**src/rtl/game_pkg.sv**
```systemverilog
// Game-wide types and default formation size.
package game_pkg;
  localparam int unsigned DEF_COLS = 8;
  localparam int unsigned DEF_ROWS = 4;

  typedef enum logic [2:0] {
    IDLE,
    MARCH,
    CLEARED,
    LANDED
  } grid_state_t;
endpackage

```
**src/rtl/invader_grid_ctl_pkg.sv**
```systemverilog
// Bus widths and small helpers for the invader formation controller.
package invader_grid_ctl_pkg;
  localparam int unsigned COORD_W = 12;
  localparam int unsigned CMP_W   = 13;
  localparam int unsigned SCORE_W = 16;

  function automatic logic [SCORE_W-1:0] sat_inc(input logic [SCORE_W-1:0] v);
    return (v == '1) ? v : v + SCORE_W'(1);
  endfunction
endpackage

```
**src/rtl/vga_pkg.sv**
```systemverilog
// Display geometry shared by every stage that draws or collides against the screen.
package vga_pkg;
  localparam int unsigned HOR_PIXELS = 640;
  localparam int unsigned VER_PIXELS = 480;
endpackage

```
**src/rtl/invader_grid_ctl_if.sv**
```systemverilog
// Player-side / draw-side signals of the invader formation controller.
interface invader_grid_ctl_if #(
  parameter int unsigned CELLS = 32
);
  import invader_grid_ctl_pkg::*;

  logic               game_start;
  logic [COORD_W-1:0] xpos_shoot;
  logic [COORD_W-1:0] bullet_y;
  logic               bullet_active;
  logic [COORD_W-1:0] grid_x;
  logic [COORD_W-1:0] grid_y;
  logic [CELLS-1:0]   alive;
  logic               bullet_hit;
  logic [SCORE_W-1:0] score;
  logic               wave_cleared;
  logic               invaders_landed;

  modport master (
    output game_start, xpos_shoot, bullet_y, bullet_active,
    input  grid_x, grid_y, alive, bullet_hit, score, wave_cleared, invaders_landed
  );

  modport slave (
    input  game_start, xpos_shoot, bullet_y, bullet_active,
    output grid_x, grid_y, alive, bullet_hit, score, wave_cleared, invaders_landed
  );
endinterface

```
**src/rtl/clk_divide.sv**
```systemverilog
// Free-running divider: one-cycle registered tick every CYCLES clocks.
module clk_divide #(
  parameter int unsigned CYCLES = 2
) (
  input  logic clk,
  input  logic rst,
  output logic tick
);
  localparam int unsigned CNT_W = (CYCLES > 1) ? $clog2(CYCLES) : 1;

  logic [CNT_W-1:0] cnt_q, cnt_d;
  logic             tick_q, tick_d;

  always_comb begin
    tick_d = (cnt_q == CNT_W'(CYCLES - 1));
    cnt_d  = tick_d ? '0 : cnt_q + CNT_W'(1);
  end

  always_ff @(posedge clk) begin
    if (rst) begin
      cnt_q  <= '0;
      tick_q <= 1'b0;
    end else begin
      cnt_q  <= cnt_d;
      tick_q <= tick_d;
    end
  end

  assign tick = tick_q;
endmodule

```
**src/rtl/invader_grid_ctl.sv**
```systemverilog
// Invader formation: alive bitmap, edge-reversing march and a one-cell-per-clock
// bullet collision scan feeding score and wave status.
module invader_grid_ctl
  import game_pkg::*;
  import vga_pkg::*;
  import invader_grid_ctl_pkg::*;
#(
  parameter int unsigned COLS          = DEF_COLS,
  parameter int unsigned ROWS          = DEF_ROWS,
  parameter int unsigned INV_W         = 32,
  parameter int unsigned INV_H         = 24,
  parameter int unsigned GAP_X         = 16,
  parameter int unsigned GAP_Y         = 16,
  parameter int unsigned START_X       = 64,
  parameter int unsigned START_Y       = 64,
  parameter int unsigned STEP_X        = 4,
  parameter int unsigned STEP_DOWN     = 16,
  parameter int unsigned MARCH_CYCLES  = 2_000_000,
  parameter int unsigned BULLET_WIDTH  = 32,
  parameter int unsigned BULLET_HEIGHT = 32,
  parameter int unsigned PLAYER_HEIGHT = 32
) (
  input  logic               clk,
  input  logic               rst,
  invader_grid_ctl_if.slave  bus
);
  localparam int unsigned N     = ROWS * COLS;
  localparam int unsigned IDX_W = (N > 1) ? $clog2(N) : 1;
  localparam int unsigned PX    = INV_W + GAP_X;
  localparam int unsigned PY    = INV_H + GAP_Y;

  localparam logic [CMP_W-1:0] GRID_H = CMP_W'(ROWS * PY - GAP_Y);
  localparam logic [CMP_W-1:0] LAND_Y = CMP_W'(VER_PIXELS - PLAYER_HEIGHT);

  grid_state_t        state_q, state_d;
  logic [COORD_W-1:0] grid_x_q, grid_x_d;
  logic [COORD_W-1:0] grid_y_q, grid_y_d;
  logic [N-1:0]       alive_q, alive_d;
  logic               dir_left_q, dir_left_d;
  logic [IDX_W-1:0]   idx_q, idx_d;
  logic               hit_lock_q, hit_lock_d;
  logic               bullet_hit_q, bullet_hit_d;
  logic [SCORE_W-1:0] score_q, score_d;
  logic               wave_cleared_q, wave_cleared_d;
  logic               landed_q, landed_d;

  logic               march_tick;
  logic [COLS-1:0]    col_alive;
  logic [CMP_W-1:0]   left_off, right_off;
  logic [CMP_W-1:0]   cell_x, cell_y;
  logic [CMP_W-1:0]   shot_x, shot_y;
  logic               hit;

  clk_divide #(.CYCLES(MARCH_CYCLES)) u_march_div (
    .clk  (clk),
    .rst  (rst),
    .tick (march_tick)
  );

  // Offsets of the leftmost / rightmost columns that still hold a live invader.
  always_comb begin
    col_alive = '0;
    left_off  = '0;
    right_off = '0;
    for (int r = 0; r < int'(ROWS); r++) begin
      for (int c = 0; c < int'(COLS); c++) begin
        if (alive_q[r*COLS + c]) col_alive[c] = 1'b1;
      end
    end
    for (int c = int'(COLS) - 1; c >= 0; c--) begin
      if (col_alive[c]) left_off = CMP_W'(c * PX);
    end
    for (int c = 0; c < int'(COLS); c++) begin
      if (col_alive[c]) right_off = CMP_W'(c * PX);
    end
  end

  // Bounding-box overlap between the bullet and the cell under the scan index.
  always_comb begin
    cell_x = CMP_W'(grid_x_q) + CMP_W'((32'(idx_q) % COLS) * PX);
    cell_y = CMP_W'(grid_y_q) + CMP_W'((32'(idx_q) / COLS) * PY);
    shot_x = CMP_W'(bus.xpos_shoot);
    shot_y = CMP_W'(bus.bullet_y);
    hit    = (state_q == MARCH) && bus.bullet_active && !hit_lock_q && alive_q[idx_q] &&
             (shot_x < cell_x + CMP_W'(INV_W)) &&
             (shot_x + CMP_W'(BULLET_WIDTH) > cell_x) &&
             (shot_y < cell_y + CMP_W'(INV_H)) &&
             (shot_y + CMP_W'(BULLET_HEIGHT) > cell_y);
  end

  always_comb begin
    state_d        = state_q;
    grid_x_d       = grid_x_q;
    grid_y_d       = grid_y_q;
    alive_d        = alive_q;
    dir_left_d     = dir_left_q;
    hit_lock_d     = hit_lock_q;
    bullet_hit_d   = 1'b0;
    score_d        = score_q;
    idx_d          = (march_tick || idx_q == IDX_W'(N - 1)) ? '0 : idx_q + IDX_W'(1);

    if (hit) begin
      alive_d[idx_q] = 1'b0;
      bullet_hit_d   = 1'b1;
      score_d        = sat_inc(score_q);
      hit_lock_d     = 1'b1;
    end else if (!bus.bullet_active) begin
      hit_lock_d = 1'b0;
    end

    // Edge reversal drops the formation instead of stepping sideways.
    if (state_q == MARCH && march_tick) begin
      if (!dir_left_q) begin
        if (CMP_W'(grid_x_q) + right_off + CMP_W'(INV_W + STEP_X) > CMP_W'(HOR_PIXELS)) begin
          grid_y_d   = grid_y_q + COORD_W'(STEP_DOWN);
          dir_left_d = 1'b1;
        end else begin
          grid_x_d = grid_x_q + COORD_W'(STEP_X);
        end
      end else begin
        if (CMP_W'(grid_x_q) + left_off < CMP_W'(STEP_X)) begin
          grid_y_d   = grid_y_q + COORD_W'(STEP_DOWN);
          dir_left_d = 1'b0;
        end else begin
          grid_x_d = grid_x_q - COORD_W'(STEP_X);
        end
      end
    end

    case (state_q)
      IDLE:    if (bus.game_start) state_d = MARCH;
      MARCH: begin
        if (alive_q == '0)                            state_d = CLEARED;
        else if (CMP_W'(grid_y_q) + GRID_H >= LAND_Y) state_d = LANDED;
      end
      default: ;
    endcase

    wave_cleared_d = wave_cleared_q | (state_d == CLEARED);
    landed_d       = landed_q | (state_d == LANDED);
  end

  always_ff @(posedge clk) begin
    if (rst) begin
      state_q        <= IDLE;
      grid_x_q       <= COORD_W'(START_X);
      grid_y_q       <= COORD_W'(START_Y);
      alive_q        <= '1;
      dir_left_q     <= 1'b0;
      idx_q          <= '0;
      hit_lock_q     <= 1'b0;
      bullet_hit_q   <= 1'b0;
      score_q        <= '0;
      wave_cleared_q <= 1'b0;
      landed_q       <= 1'b0;
    end else begin
      state_q        <= state_d;
      grid_x_q       <= grid_x_d;
      grid_y_q       <= grid_y_d;
      alive_q        <= alive_d;
      dir_left_q     <= dir_left_d;
      idx_q          <= idx_d;
      hit_lock_q     <= hit_lock_d;
      bullet_hit_q   <= bullet_hit_d;
      score_q        <= score_d;
      wave_cleared_q <= wave_cleared_d;
      landed_q       <= landed_d;
    end
  end

  assign bus.grid_x          = grid_x_q;
  assign bus.grid_y          = grid_y_q;
  assign bus.alive           = alive_q;
  assign bus.bullet_hit      = bullet_hit_q;
  assign bus.score           = score_q;
  assign bus.wave_cleared    = wave_cleared_q;
  assign bus.invaders_landed = landed_q;
endmodule

```
**src/flat_wrapper.sv**
```systemverilog
// flat-port wrapper written by rule: the top's interface ports become plain ports
module invader_grid_ctl_flat import game_pkg::*; import vga_pkg::*; import invader_grid_ctl_pkg::*;
#(
  parameter int unsigned COLS          = DEF_COLS,
  parameter int unsigned ROWS          = DEF_ROWS,
  parameter int unsigned INV_W         = 32,
  parameter int unsigned INV_H         = 24,
  parameter int unsigned GAP_X         = 16,
  parameter int unsigned GAP_Y         = 16,
  parameter int unsigned START_X       = 64,
  parameter int unsigned START_Y       = 64,
  parameter int unsigned STEP_X        = 4,
  parameter int unsigned STEP_DOWN     = 16,
  parameter int unsigned MARCH_CYCLES  = 2_000_000,
  parameter int unsigned BULLET_WIDTH  = 32,
  parameter int unsigned BULLET_HEIGHT = 32,
  parameter int unsigned PLAYER_HEIGHT = 32
)
  (clk, rst, bus_game_start, bus_xpos_shoot, bus_bullet_y, bus_bullet_active, bus_grid_x, bus_grid_y, bus_alive, bus_bullet_hit, bus_score, bus_wave_cleared, bus_invaders_landed);
  invader_grid_ctl_if #(.CELLS(32)) bus_i ();
  input  logic clk;
  input  logic rst;
  input wire logic [$bits(bus_i.game_start)-1:0] bus_game_start;
  input wire logic [$bits(bus_i.xpos_shoot)-1:0] bus_xpos_shoot;
  input wire logic [$bits(bus_i.bullet_y)-1:0] bus_bullet_y;
  input wire logic [$bits(bus_i.bullet_active)-1:0] bus_bullet_active;
  output wire logic [$bits(bus_i.grid_x)-1:0] bus_grid_x;
  output wire logic [$bits(bus_i.grid_y)-1:0] bus_grid_y;
  output wire logic [$bits(bus_i.alive)-1:0] bus_alive;
  output wire logic [$bits(bus_i.bullet_hit)-1:0] bus_bullet_hit;
  output wire logic [$bits(bus_i.score)-1:0] bus_score;
  output wire logic [$bits(bus_i.wave_cleared)-1:0] bus_wave_cleared;
  output wire logic [$bits(bus_i.invaders_landed)-1:0] bus_invaders_landed;
  assign bus_i.game_start = bus_game_start;
  assign bus_i.xpos_shoot = bus_xpos_shoot;
  assign bus_i.bullet_y = bus_bullet_y;
  assign bus_i.bullet_active = bus_bullet_active;
  assign bus_grid_x = bus_i.grid_x;
  assign bus_grid_y = bus_i.grid_y;
  assign bus_alive = bus_i.alive;
  assign bus_bullet_hit = bus_i.bullet_hit;
  assign bus_score = bus_i.score;
  assign bus_wave_cleared = bus_i.wave_cleared;
  assign bus_invaders_landed = bus_i.invaders_landed;
  invader_grid_ctl #(.COLS(COLS), .ROWS(ROWS), .INV_W(INV_W), .INV_H(INV_H), .GAP_X(GAP_X), .GAP_Y(GAP_Y), .START_X(START_X), .START_Y(START_Y), .STEP_X(STEP_X), .STEP_DOWN(STEP_DOWN), .MARCH_CYCLES(MARCH_CYCLES), .BULLET_WIDTH(BULLET_WIDTH), .BULLET_HEIGHT(BULLET_HEIGHT), .PLAYER_HEIGHT(PLAYER_HEIGHT)) u_core (.clk(clk), .rst(rst), .bus(bus_i));
endmodule
```
**config.mk**
```make
export PLATFORM = sky130hd
export DESIGN_NAME = invader_grid_ctl_flat
export DESIGN_NICKNAME = d
export VERILOG_FILES = /design/src/rtl/game_pkg.sv /design/src/rtl/invader_grid_ctl_pkg.sv /design/src/rtl/vga_pkg.sv /design/src/rtl/invader_grid_ctl_if.sv /design/src/rtl/clk_divide.sv /design/src/rtl/invader_grid_ctl.sv /design/src/flat_wrapper.sv
export SDC_FILE = /design/constraint.sdc
export NUM_CORES = 1
export LEC_CHECK = 0
export BUFFER_PORTS_ARGS = -buffer_cell sky130_fd_sc_hd__buf_2
export CORE_MARGIN = 8
export CORE_UTILIZATION = 53
export DETAILED_ROUTE_END_ITERATION = 8
export GPL_ROUTABILITY_DRIVEN = 0
export PLACE_DENSITY_LB_ADDON = 0.05
export SLEW_MARGIN = 20
export SYNTH_ARGS = -nofsm -noshare
export SYNTH_HDL_FRONTEND = slang
export SYNTH_SLANG_ARGS = --single-unit
export TNS_END_PERCENT = 30
```
**constraint.sdc**
```tcl
create_clock -name clk -period 4.4 [get_ports clk]
set_input_delay 0.22 -clock clk [delete_from_list [all_inputs] [get_ports clk]]
set_output_delay 0.22 -clock clk [all_outputs]
set_load 0.01 [all_outputs]
```
---- After elaboration in Yosys (flattened, before gate mapping) ----
Index checks and enable logic that the tools add are counted.
word-level totals
  output and inout bits ................... 75
  register bits after elaboration ......... 107
  word-level logic and storage cells ...... 141
  input port bits ......................... 28
operators by class
  $lt $le $gt $ge ......................... 9
  reduce and logical (&&, ||, !) cells .... 19
  add/subtract/negate cells ............... 16
  muxes and demuxes ....................... 67
  eq/ne operators ......................... 10
  bitwise operators ....................... 5
  multipliers ............................. 2
operator list
  kind                     count
  $mux W9                  10
  $mux W12                 6
  $mux W1                  40
  $and A32 B32 Y32         1
  $logic_not A32 Y1        1
  $not A32 Y32             1
  $add A12 B13 Y13         2
  $add A12 B6 Y13 const B  2
  $add A12 B9 Y13          2
  $add A13 B6 Y13 const B  2
  $gt A13 B13 Y1           2
  $lt A12 B13 Y1           2
  $mux W8                  3
  $add A21 B1 Y21 const B  1
  $eq A21 B21 Y1 const B   1
  $add A16 B1 Y16 const B  1
  $eq A16 B16 Y1 const B   1
  $add A12 B8 Y13 const B  1
  $add A13 B5 Y13 const B  1
  $ge A13 B9 Y1 const B    1
  $gt A13 B10 Y1 const B   1
  $lt A13 B3 Y1 const B    1
  $add A12 B3 Y12 const B  1
  $add A12 B5 Y12 const B  1
  other kinds (27)         43

---- Longest topological paths before layout ----
Gate-level depths: netlist of run 1.
  depth in word-level cells ............... 16
  gate-level depth with buffers ........... 19
  gate-level depth less buffers ........... 17

---- By module ----
A second synthesis of run 1 with hierarchy kept.
second synthesis, totals
  cells, all modules ...................... 948
  area total of the unflattened synthesis .. 7,759.9 um^2
by module, submodules not included
  module            sequential area each (um^2)  area an instance (um^2)  cells each  times used
  invader_grid_ctl  1,581.5                      6,711.4                  828         1
  clk_divide        440.4                        1,048.5                  120         1

---- Least setup slack after synthesis of run 1 ----
Ideal clock, no wire load.
  path type ............................... reg2reg
  start ................................... reg u_core.idx_q[1]
  end ..................................... reg u_core.score_q[11] (netlist: u_core.bus.score[11])
  period minus slack after synthesis ...... 4.181 ns
  buffers on the path ..................... 3
  data arrival time ....................... 4.058 ns
  setup slack ............................. 0.219 ns
  required time ........................... 4.277 ns
  cell stages (with the launch flop) ...... 20
  setup time .............................. 0.123 ns
  cell sequence ........................... dfxtp_1 > buf_2 > buf_4 > inv_1 > ha_1 > ha_1 > a211oi_2 > nor2_1 > xor2_1 > inv_1 > ha_1 > o21ai_0 > a21oi_1 > o21ai_0 > o21ai_0 > o311a_1 > o211ai_2 > clkbuf_1 > nor4_1 > mux2_1
on the way
  longest elaborated chain between the ends .. 9
  elaborated cells between the ends (all ways) .. 13
  classes of those cells .................. add/sub: 2; mul: 1; order compare: 2; mux: 2; reduce/logical: 6
RTL lines
  what                             RTL line                 source
  start: declaration               invader_grid_ctl.sv:40   logic [IDX_W-1:0] idx_q, idx_d;
  start signal: assignment         invader_grid_ctl.sv:162  idx_q <= idx_d;
  $mul A3 B2 Y5                    invader_grid_ctl.sv:80   cell_x = CMP_W'(grid_x_q) + CMP_W'((32'(idx_q) % COLS) * PX);
  $add A12 B13 Y13                 invader_grid_ctl.sv:80
  $add A13 B6 Y13                  invader_grid_ctl.sv:85   (shot_x < cell_x + CMP_W'(INV_W)) &&
  $lt A12 B13 Y1                   invader_grid_ctl.sv:85
  $logic_and A1 B1 Y1              invader_grid_ctl.sv:84   hit = (state_q == MARCH) && bus.bullet_active && !hit_lock_q && alive_q[idx_q] &&
  $logic_and A1 B1 Y1 (*)          invader_grid_ctl.sv:85
  $logic_and A1 B1 Y1 (*)          invader_grid_ctl.sv:86   (shot_x + CMP_W'(BULLET_WIDTH) > cell_x) &&
  $logic_and A1 B1 Y1 (*)          invader_grid_ctl.sv:87   (shot_y < cell_y + CMP_W'(INV_H)) &&
  $reduce_and A2 Y1 (no line) (*)  n/a
  end signal: assignment           invader_grid_ctl.sv:165  score_q <= score_d;
  end: declaration                 invader_grid_ctl.sv:43   logic [SCORE_W-1:0] score_q, score_d;
Mark *: on every way between the ends. The rest lies on a longest branch, timed or not. The select of a mux whose other input is x is not followed.
A chain may end at the register's enable or synchronous reset.

---- Worst setup path after layout of run 1 ----
  start ................................... reg u_core.alive_q[6] (netlist: u_core.bus.alive[6])
  end ..................................... reg u_core.grid_y_q[11] (netlist: u_core.bus.grid_y[11])
on the way
  longest elaborated chain between the ends .. 15
  elaborated cells between the ends (all ways) .. 21
  classes of those cells .................. add/sub: 3; order compare: 2; eq/ne: 1; mux: 13; reduce/logical: 2
RTL lines
  what                                                                      RTL line                 source
  start: declaration                                                        invader_grid_ctl.sv:38   logic [N-1:0] alive_q, alive_d;
  start signal: assignment                                                  invader_grid_ctl.sv:160  alive_q <= alive_d;
  $mux W1 (*) (4 in series)                                                 invader_grid_ctl.sv:67   if (alive_q[r*COLS + c]) col_alive[c] = 1'b1;
  parallel branches: the longest is 10 deep, another holds $add A12 B9 Y13  n/a
  $reduce_and A3 Y1 (no line) (*)                                           n/a
  end signal: assignment                                                    invader_grid_ctl.sv:147  grid_y_q <= COORD_W'(START_Y);
  end signal: assignment                                                    invader_grid_ctl.sv:159  grid_y_q <= grid_y_d;
  end: declaration                                                          invader_grid_ctl.sv:37   logic [COORD_W-1:0] grid_y_q, grid_y_d;
Mark *: on every way between the ends.

==> out/metrics.cfg, run 1 <==
[cells_and_area]
drive_gt1_share_pct = 17.3
syn_to_final_growth_pct = 16.4
multi_input_area_sq_mm = 0.00522
nNetsFinal = 1118
diodes = 0
regArea_sq_mm = 0.00202
fillerInstances = 1290

[route]
ant_nets = 0
drt_pre_antenna_iters = 5
remaining_drc_errors = 0
vias = 6845
totalWireLength_um = 19100
drt_iter0_markers = 397
vias_per_cell = 5.77
wl_per_cell_um = 16.1

[setup_path]
reg2reg_from = u_core.bus.alive[6]$_SDFFE_PP1P_
cp-startpoint = u_core.bus.alive[6]$_SDFFE_PP1P_
critPathLaunchType = flop
crit_path_max_fanout = 7
rr_endpoint = u_core.bus.grid_y[11]$_SDFFE_PP0P_
r2r_cells = 17
end_kind = flop
crit_required_ps = 4620
crit_arrival_ps = 4420
path_class = reg2reg
rrSetupSlack_ps = 200
endpoint = u_core.bus.grid_y[11]$_SDFFE_PP0P_

[clocking]
cts_htree_levels = 3
insertion_delay_ps = 360
clock_path_buffers = 2
path_clk_slew_ps = 70
cts_tree = built
cts_buffers = 9
cts-root-buf = clkbuf_16
clock-sinks = 101

[floorplanning]
die_h_um = 134
coreArea_sq_mm = 0.0138
die-area_sq_mm = 0.0180
start_util_pct = 53.9
rows = 43
io_pins = 103
die_w_um = 134

[sta]
slew_headroom_pct = 39.4
finalSetupTns_ps = 0
clock_skew_ps = 7.34
post-route-period-util_pct = 95.5
setup_violations = 0
drv_slew = 0
worst_slew_pin_slew_ps = 904
max_freq_mhz = 238
final.min_clock_period_ps = 4200
hold_viol = 0
rsz0062_at_grt = true

[yosys]
synth_area_sq_mm = 0.00742
synthCells = 902
synth-warning-count = 0
netlist_top_cells_count = 116 x nor2_1, 101 x dfxtp_1, 84 x ha_1, 56 x nand2_1, 39 x xnor2_1
syn_area_per_cell_sq_um = 8.23
yosysTopAreaCell = dfxtp_1
yosysMostFrequentCell = nor2_1
async_reset_ff_share_pct = 0
synth_top_cell_area_share_pct = 27.2
ys_types = 69
synth_seq_cells = 101
synth_edf_count = 0
synth.area.top_cells = dfxtp_1 27%, ha_1 14%, nor2_1 5.9%
ys.flop_type = dfxtp_1
ys_seq_area_share_pct = 27.2

[global_route]
grt-ovfl-total = 0
grt_max_degree = 85
grt_pass1_vias = 6386
grtUsageTotal_pct = 21.1
grt_antenna_before_repair = 0
grt_first_pass_wirelength_um = 31500

[power_and_ir_drop]
ir_drop_mv = 0.215
p_leak_uw = 0.00361
p_per_area_mw_per_mm2 = 242
power_uw = 2090

[place]
dpl.hpwl_um = 14700
io_buffers = 96

[flow_run]
maxCapViolations = 0

[outcome]
status = complete, no violations

[worst_hold_path]
hold_path_class = in2reg

flip-flops by register name (all words and copies together), names as in the netlist:
signal                      cells
u_core.bus.alive               32
u_core.u_march_div.tick         1
u_core.bus.wave_cleared         1
u_core.dir_left_q               1
u_core.bus.score               16
u_core.bus.grid_x              10
u_core.u_march_div.cnt_q       21
u_core.idx_q                    5
u_core.bus.grid_y               8
u_core.hit_lock_q               1
u_core.bus.bullet_hit           1
u_core.bus.invaders_landed      1
u_core.state_q                  3
worst max-delay path, cell delays in order (launching register included):
cell,delay [ps]
dfxtp_1,350
or4_4,550
o21ai_1,170
a21boi_0,110
o21ai_1,140
and2_1,130
ha_1,160
inv_1,60
fa_1,490
or4b_1,460
nor4_1,200
nand4_1,220
nand2_1,110
a211oi_1,50
buf_4,180
or4_1,480
xor2_1,140
nor2_1,50
where the power goes:
part	total, uW	internal (uW)	leakage [uW]	switching [uW]
registers	931	921	0.000817	10.2
clock network	785	397	0.000136	388
logic	378	157	0.00266	221
total	2090	1470	0.00361	619
worst min-delay path by stage:
| stage | depth (start not counted) | endpoint | startpoint | slack [ps] |
|---|---|---|---|---|
| final | 3 | u_core.hit_lock_q$_SDFFE_PP0P_ | bus_bullet_active | 150 |
| after global routing | 3 | u_core.hit_lock_q$_SDFFE_PP0P_ | bus_bullet_active | 150 |
| after CTS | 3 | u_core.hit_lock_q$_SDFFE_PP0P_ | bus_bullet_active | 140 |
| after detailed placement | 1 | u_core.u_march_div.cnt_q[0]$_SDFF_PP0_ | u_core.u_march_div.cnt_q[0]$_SDFF_PP0_ | 480 |
| after global placement | 1 | u_core.u_march_div.cnt_q[0]$_SDFF_PP0_ | u_core.u_march_div.cnt_q[0]$_SDFF_PP0_ | 460 |
| after floorplan | 2 | u_core.hit_lock_q$_SDFFE_PP0P_ | bus_bullet_active | 360 |
per-layer routing:
metal | track usage, % | part of all wire [%] | up-vias
li1 | - | - | 3462
met1 | 28.0 | 47 | 3219
met2 | 33.7 | 46 | 142
met3 | 3.48 | 4.6 | 22
met4 | 7.74 | 1.8 | 0
met5 | 0 | 0 | -
logic make-up after synthesis:
logic type      count (synthesis)  share of synthesized area [%]
compound gates                160                           14.4
xor+xnor                       71                           8.38
fa+ha+maj                      89                           15.5
buf+inv                        80                           4.52
flops                         101                           27.2
mux                            36                           5.02
other cells                     1                         0.0505
simple gates                  364                           24.9
metrics by stage:
stage                     util, %  worst slack, ps  cell area [sq um]  hold WS, ps  cells
after detailed placement     59.4             79.1               8180          480   1167
after global routing         62.7            -33.1               8640          152   1186
after global placement       59.4              131               8180          459   1167
after CTS                    61.5             65.9               8470          140   1183
after floorplan                 -              219               7440          359    907
final                        62.7              197               8640          148   1186
timing repair:
item | 4_1_cts | 5_1_grt
resized for setup | 0 | 29
hold buffers | 0 | 0
endpoints found under the setup margin | 0 | 63
buffers inserted | 0 | 3
layout by cell type (no fill, tap or decap), types with 6 or more instances in the layout:
| cell | n |
|---|---|
| o21ai_0 | 23 |
| nor2_1 | 116 |
| xnor2_1 | 39 |
| mux2i_1 | 26 |
| nor3_1 | 26 |
| nor2b_1 | 13 |
| mux2_1 | 9 |
| inv_1 | 34 |
| conb_1 | 6 |
| clkbuf_16 | 9 |
| nand4_1 | 9 |
| or3_1 | 10 |
| or4_1 | 11 |
| ha_1 | 82 |
| dfxtp_1 | 101 |
| nor4_1 | 16 |
| buf_2 | 96 |
| xor2_1 | 27 |
| a31oi_1 | 34 |
| buf_4 | 27 |
| o221ai_1 | 6 |
| nand3_1 | 33 |
| a21oi_1 | 30 |
| nand4b_1 | 6 |
| and2_1 | 8 |
| a21o_1 | 7 |
| nand2b_1 | 8 |
| and3_1 | 20 |
| nand2_1 | 56 |
area by class of cell:
class                   count  area share, %
well taps                 180           2.61
repair buffers            127           8.63
inverters                  36           1.56
multi-input cells         726           60.4
clock buffers               9           2.61
flip-flops and latches    101           23.4
clock inverters             7          0.739
Power figures use the tool's default switching activity.
==> run 2: changes to the inputs <==
--- a/config.mk
+++ b/config.mk
@@ -5,10 +5,10 @@
 export SDC_FILE = /design/constraint.sdc
 export NUM_CORES = 1
 export LEC_CHECK = 0
-export BUFFER_PORTS_ARGS = -buffer_cell sky130_fd_sc_hd__buf_2
 export CORE_MARGIN = 8
-export CORE_UTILIZATION = 53
+export CORE_UTILIZATION = 55
 export DETAILED_ROUTE_END_ITERATION = 8
+export DONT_BUFFER_PORTS = 1
 export GPL_ROUTABILITY_DRIVEN = 0
 export PLACE_DENSITY_LB_ADDON = 0.05
 export SLEW_MARGIN = 20
==> run 2 against run 1 <==
Hold slack lost 130 ps; die area decreased by 3.2%; count of clock-buffer cells in the layout rose by 1; cell area is 5.7% lower; worst setup slack worse by 110 ps; sequential share of layout area up 1.5 points.
==> out/metrics.cfg, run 2 (synthesized netlist as in run 1, its figures left out) <==
[sta]
worst_slew_pin_slew_ps = 726
max_freq_mhz = 232
post-route-period-util_pct = 98.0
slew_headroom_pct = 51.1
setup_violations = 0
hold_viol = 0
worst_hold_slack_ps = 21.4
final.min_clock_period_ps = 4310
drv_slew = 0
clock_skew_ps = 5.86
rsz0062_at_grt = true

[place]
io_buffers = 0
dp.cells = 1072
dpl.hpwl_um = 15300
place_area_sq_mm = 0.00774

[route]
remaining_drc_errors = 0
vias_per_cell = 6.15
drt_pre_antenna_iters = 5
vias = 6697
wl_per_cell_um = 18.4
totalWireLength_um = 20100
ant_nets = 0
drt_iter0_markers = 373

[power_and_ir_drop]
p_leak_uw = 0.00324
p_per_area_mw_per_mm2 = 247
ir_drop_mv = 0.222

[setup_path]
critPathLaunchType = flop
cpPeakStageDelay_ps = 540
rrSetupSlack_ps = 90
end_kind = flop
crit_required_ps = 4630
path_cells = ha_2 > fa_2 > xor2_2 > ha_1 > a21oi_2 > nand2_1 > xor2_2 > buf_4 > nand3_1 > nor2_1 > nand2_1 > xnor2_1 > ha_1 > a21oi_1 > a222oi_1 > buf_12 > or4_1 > mux2_1
cp_slowest_cell = or4_1
path_class = reg2reg
crit_path_max_fanout = 23
crit_arrival_ps = 4550

[floorplanning]
start_util_pct = 56.3
die_w_um = 132
coreArea_sq_mm = 0.0132
die_h_um = 132
io_pins = 103
die-area_sq_mm = 0.0175
rows = 42

[clocking]
clock_path_buffers = 2
insertion_delay_ps = 350
clock-sinks = 101
cts_buffers = 9
cts_tree = built
cts-root-buf = clkbuf_16
path_clk_slew_ps = 60
cts_htree_levels = 3

[cells_and_area]
final_area_sq_mm = 0.00815
final_cell_mix = 116 x nor2_1, 100 x dfxtp_1, 81 x ha_1, 56 x nand2_1, 39 x xnor2_1
largest_register_ffs = 32
layout_commonest_cell = nor2_1
syn_to_final_growth_pct = 9.74
stdcell_count = 1089
diodes = 0
drive_gt1_share_pct = 8.65
nNetsFinal = 1026

[global_route]
grt_antenna_before_repair = 0
grt-ovfl-total = 0
grt_max_degree = 62
grt_first_pass_wirelength_um = 32900
grtUsageTotal_pct = 22.5
grt_pass1_vias = 6659

[flow_run]
maxCapViolations = 0

[outcome]
status = complete, no violations

[worst_hold_path]
hold_path_class = in2reg

-- run 2: layer usage --
metal	vias up	GRT usage, %	share of wire (%)
li1	3279	-	-
met1	3211	26.5	43
met2	174	38.7	48
met3	33	5.87	6.8
met4	0	8.20	2.0
met5	-	0	0
-- run 2: cell type report --
type	count	area, sq um
multi-input combinational	726	5200
fill	1150	5040
clock inverter	5	35.0
inverter	36	135
clock buffer	10	239
tap	176	220
sequential	101	2030
timing repair buffer	35	289
-- run 2: repair_timing --
action	CTS	global route
setup buffers	0	1
setup endpoints to repair	13	67
gates resized for setup	4	21
hold buffers	1	0
pin swaps	1	4
hold endpoints to repair	25	0
-- run 2: critical path: cells and delay by family (launching register included) --
kind / cells / cell delay, ps
adders and majority gates: 4 / 1150
and+or+nand+nor: 5 / 980
xor gates and xnor gates: 3 / 520
AOI/OAI and AO/OA: 3 / 520
DFF: 1 / 370
buffers and inverters: 2 / 350
muxes: 1 / 320
-- run 2: final timing paths --
path                                             to  depth (start not counted)                                   start
max                u_core.bus.score[6]$_SDFFE_PP0P_                         18              u_core.idx_q[1]$_SDFF_PP0_
min                  u_core.hit_lock_q$_SDFFE_PP0P_                          2                       bus_bullet_active
max reg2reg        u_core.bus.score[6]$_SDFFE_PP0P_                         18              u_core.idx_q[1]$_SDFF_PP0_
min reg2reg  u_core.u_march_div.cnt_q[0]$_SDFF_PP0_                          1  u_core.u_march_div.cnt_q[0]$_SDFF_PP0_
-- run 2: through the flow --
step	setup WS [ps]	total power, uW	setup TNS [ps]	utilization [%]
floorplan	219	1190	0	-
global placement	67.6	1250	0	58.7
detailed placement	-71.4	1260	-212	58.7
CTS	-14.4	2000	-14.4	61.0
global route	-93.8	2090	-664	61.8
finish	86.5	2010	0	61.8
-- run 2: report_power, final --
group	switching [uW]	internal (uW)
clock	342	398
combinational	196	139
sequential	12.6	921
==> run 3: changes to the inputs <==
--- a/config.mk
+++ b/config.mk
@@ -5,12 +5,15 @@
 export SDC_FILE = /design/constraint.sdc
 export NUM_CORES = 1
 export LEC_CHECK = 0
+export CELL_PAD_IN_SITES_DETAIL_PLACEMENT = 1
+export CELL_PAD_IN_SITES_GLOBAL_PLACEMENT = 1
 export CORE_MARGIN = 8
-export CORE_UTILIZATION = 55
+export CORE_UTILIZATION = 44
 export DETAILED_ROUTE_END_ITERATION = 8
 export DONT_BUFFER_PORTS = 1
 export GPL_ROUTABILITY_DRIVEN = 0
 export PLACE_DENSITY_LB_ADDON = 0.05
+export RECOVER_POWER = 50
 export SLEW_MARGIN = 20
 export SYNTH_ARGS = -nofsm -noshare
 export SYNTH_HDL_FRONTEND = slang
==> run 3 against run 2 <==
Via count increased by 2.9%; power grew 4.6%; die area up 22%; sequential share of layout area decreased by 0.93 points; clock skew rose by 9.2 ps; critical path type unchanged; largest power group unchanged.
==> out/metrics.cfg, run 3 (synthesized netlist as in run 1, its figures left out) <==
[global_route]
grt_busiest_layer = met2
grt_antenna_before_repair = 0
grt_first_pass_wirelength_um = 38400
grt_pass1_vias = 7297
grtUsageTotal_pct = 21.8
grt_use_met3_pct = 4.98
grt_util_met2_pct = 38.9
grt_max_degree = 63
grt-ovfl-total = 0
globalRouteMet1Util_pct = 25.7

[sta]
setup_violations = 0
final.min_clock_period_ps = 4340
worst_slew_pin_slew_ps = 848
clock_skew_ps = 15.1
max_freq_mhz = 231
rsz0062_at_grt = true
post-route-period-util_pct = 98.6
worst_hold_slack_ps = 29.9
hold_viol = 0
drv_slew = 0
slew_headroom_pct = 43.2
finalSetupTns_ps = 0

[power_and_ir_drop]
swShare_pct = 30.1
seqPwrFrac_pct = 44.4
p_int_uw = 1470
p_clk_share_pct = 38.2
power_switching_uw = 631
p_leak_uw = 0.00335
comb_power_share_pct = 17.4
ir_drop_mv = 0.200
p_per_area_mw_per_mm2 = 248

[floorplanning]
die_h_um = 146
die_w_um = 146
io_pins = 103
coreArea_sq_mm = 0.0165
die-area_sq_mm = 0.0213
rows = 47
start_util_pct = 44.9

[worst_hold_path]
holdCritStartpoint = bus_bullet_active
hold_path_class = in2reg

[clocking]
clock-sinks = 101
insertion_delay_ps = 350
clock_path_buffers = 2
cts_buffers = 9
path_clk_slew_ps = 80
cts-root-buf = clkbuf_16
cts_htree_levels = 3
cts_tree = built

[route]
vias_per_cell = 5.92
ant_nets = 0
remaining_drc_errors = 0
drt_pre_antenna_iters = 5
vias = 6888
drt_iter0_markers = 301
wl_per_cell_um = 20.6
totalWireLength_um = 23900

[setup_path]
critPathLaunchType = flop
rrSetupSlack_ps = 60
cp-startpoint = u_core.idx_q[1]$_SDFF_PP0_
path_class = reg2reg
end_kind = flop
crit_arrival_ps = 4590
crit_required_ps = 4650
reg2reg_from = u_core.idx_q[1]$_SDFF_PP0_
crit_path_max_fanout = 8

[outcome]
status = complete, no violations

[cells_and_area]
diodes = 0
final_cell_mix = 114 x nor2_1, 99 x dfxtp_1, 81 x ha_1, 56 x nand2_1, 41 x buf_4
layout_commonest_cell = nor2_1
drive_gt1_share_pct = 10.8
nNetsFinal = 1055
syn_to_final_growth_pct = 14.0
largest_register_ffs = 32

[flow_run]
maxCapViolations = 0

[place]
io_buffers = 0
dpl.hpwl_um = 18200

==> run 3: stage by stage <==
step | total power, uW | area, sq um | std cells | utilization [%] | worst slack (ps)
3_3_place_gp | 1270 | 7940 | 1139 | 48.1 | -67.2
2_1_floorplan | 1190 | 7440 | 907 | - | 219
4_1_cts | 2090 | 8340 | 1159 | 50.4 | 14.3
5_1_grt | 2190 | 8460 | 1163 | 51.2 | -114
6_report | 2100 | 8460 | 1163 | 51.2 | 62.5
3_5_place_dp | 1280 | 7940 | 1139 | 48.1 | -325
==> run 3: power by group through the flow <==
stage / combinational (uW) / clock, uW / sequential (uW)
detailed placement: 325 / 0 / 954
floorplan: 241 / 0 / 949
finish: 364 / 803 / 933
global placement: 313 / 0 / 953
CTS: 347 / 813 / 932
global route: 401 / 856 / 935
==> run 3: worst max-delay path, cell delays in order (launching register included) <==
cell      delay [ps]
dfxtp_2          360
buf_4            130
inv_1             60
ha_1             360
ha_1             350
a211oi_4         310
nor2_1           100
xor2_1           150
buf_4            150
inv_1             50
ha_1             280
o21ai_0           90
a21oi_1          180
o21ai_1          100
o21ai_1          150
o311a_1          220
o211ai_4         150
buf_6            210
or4_4            510
mux2_1           310
==> run 3: path summary, 6_finish.rpt <==
check / cells past startpoint / to
setup reg to reg: 19 / u_core.bus.score[6]$_SDFFE_PP0P_
hold reg to reg: 1 / u_core.u_march_div.cnt_q[0]$_SDFF_PP0_
hold / removal: 2 / u_core.hit_lock_q$_SDFFE_PP0P_
setup / recovery: 19 / u_core.bus.score[6]$_SDFFE_PP0P_
==> run 3: metal layers <==
layer | share of wire [%] | vias up
met5 | 0 | -
met4 | 1.6 | 0
met3 | 4.7 | 28
met2 | 50 | 142
met1 | 43 | 3383
li1 | - | 3335
==> run 3: layout make-up <==
class,instances,area (sq um)
Sequential cell,101,2020
Clock inverter,7,67.6
Fill cell,1963,8070
Tap cell,220,275
Timing Repair Buffer,63,455
Clock buffer,9,225
Inverter,36,135
Multi-Input combinational cell,727,5280
==> run 3: repair_timing <==
action	CTS	global route
endpoints found under the setup margin	36	62
gates cloned	2	0
pin swaps	4	13
gates resized for setup	13	28
buffers inserted	1	5
hold buffers	1	0
hold endpoints to repair	25	0
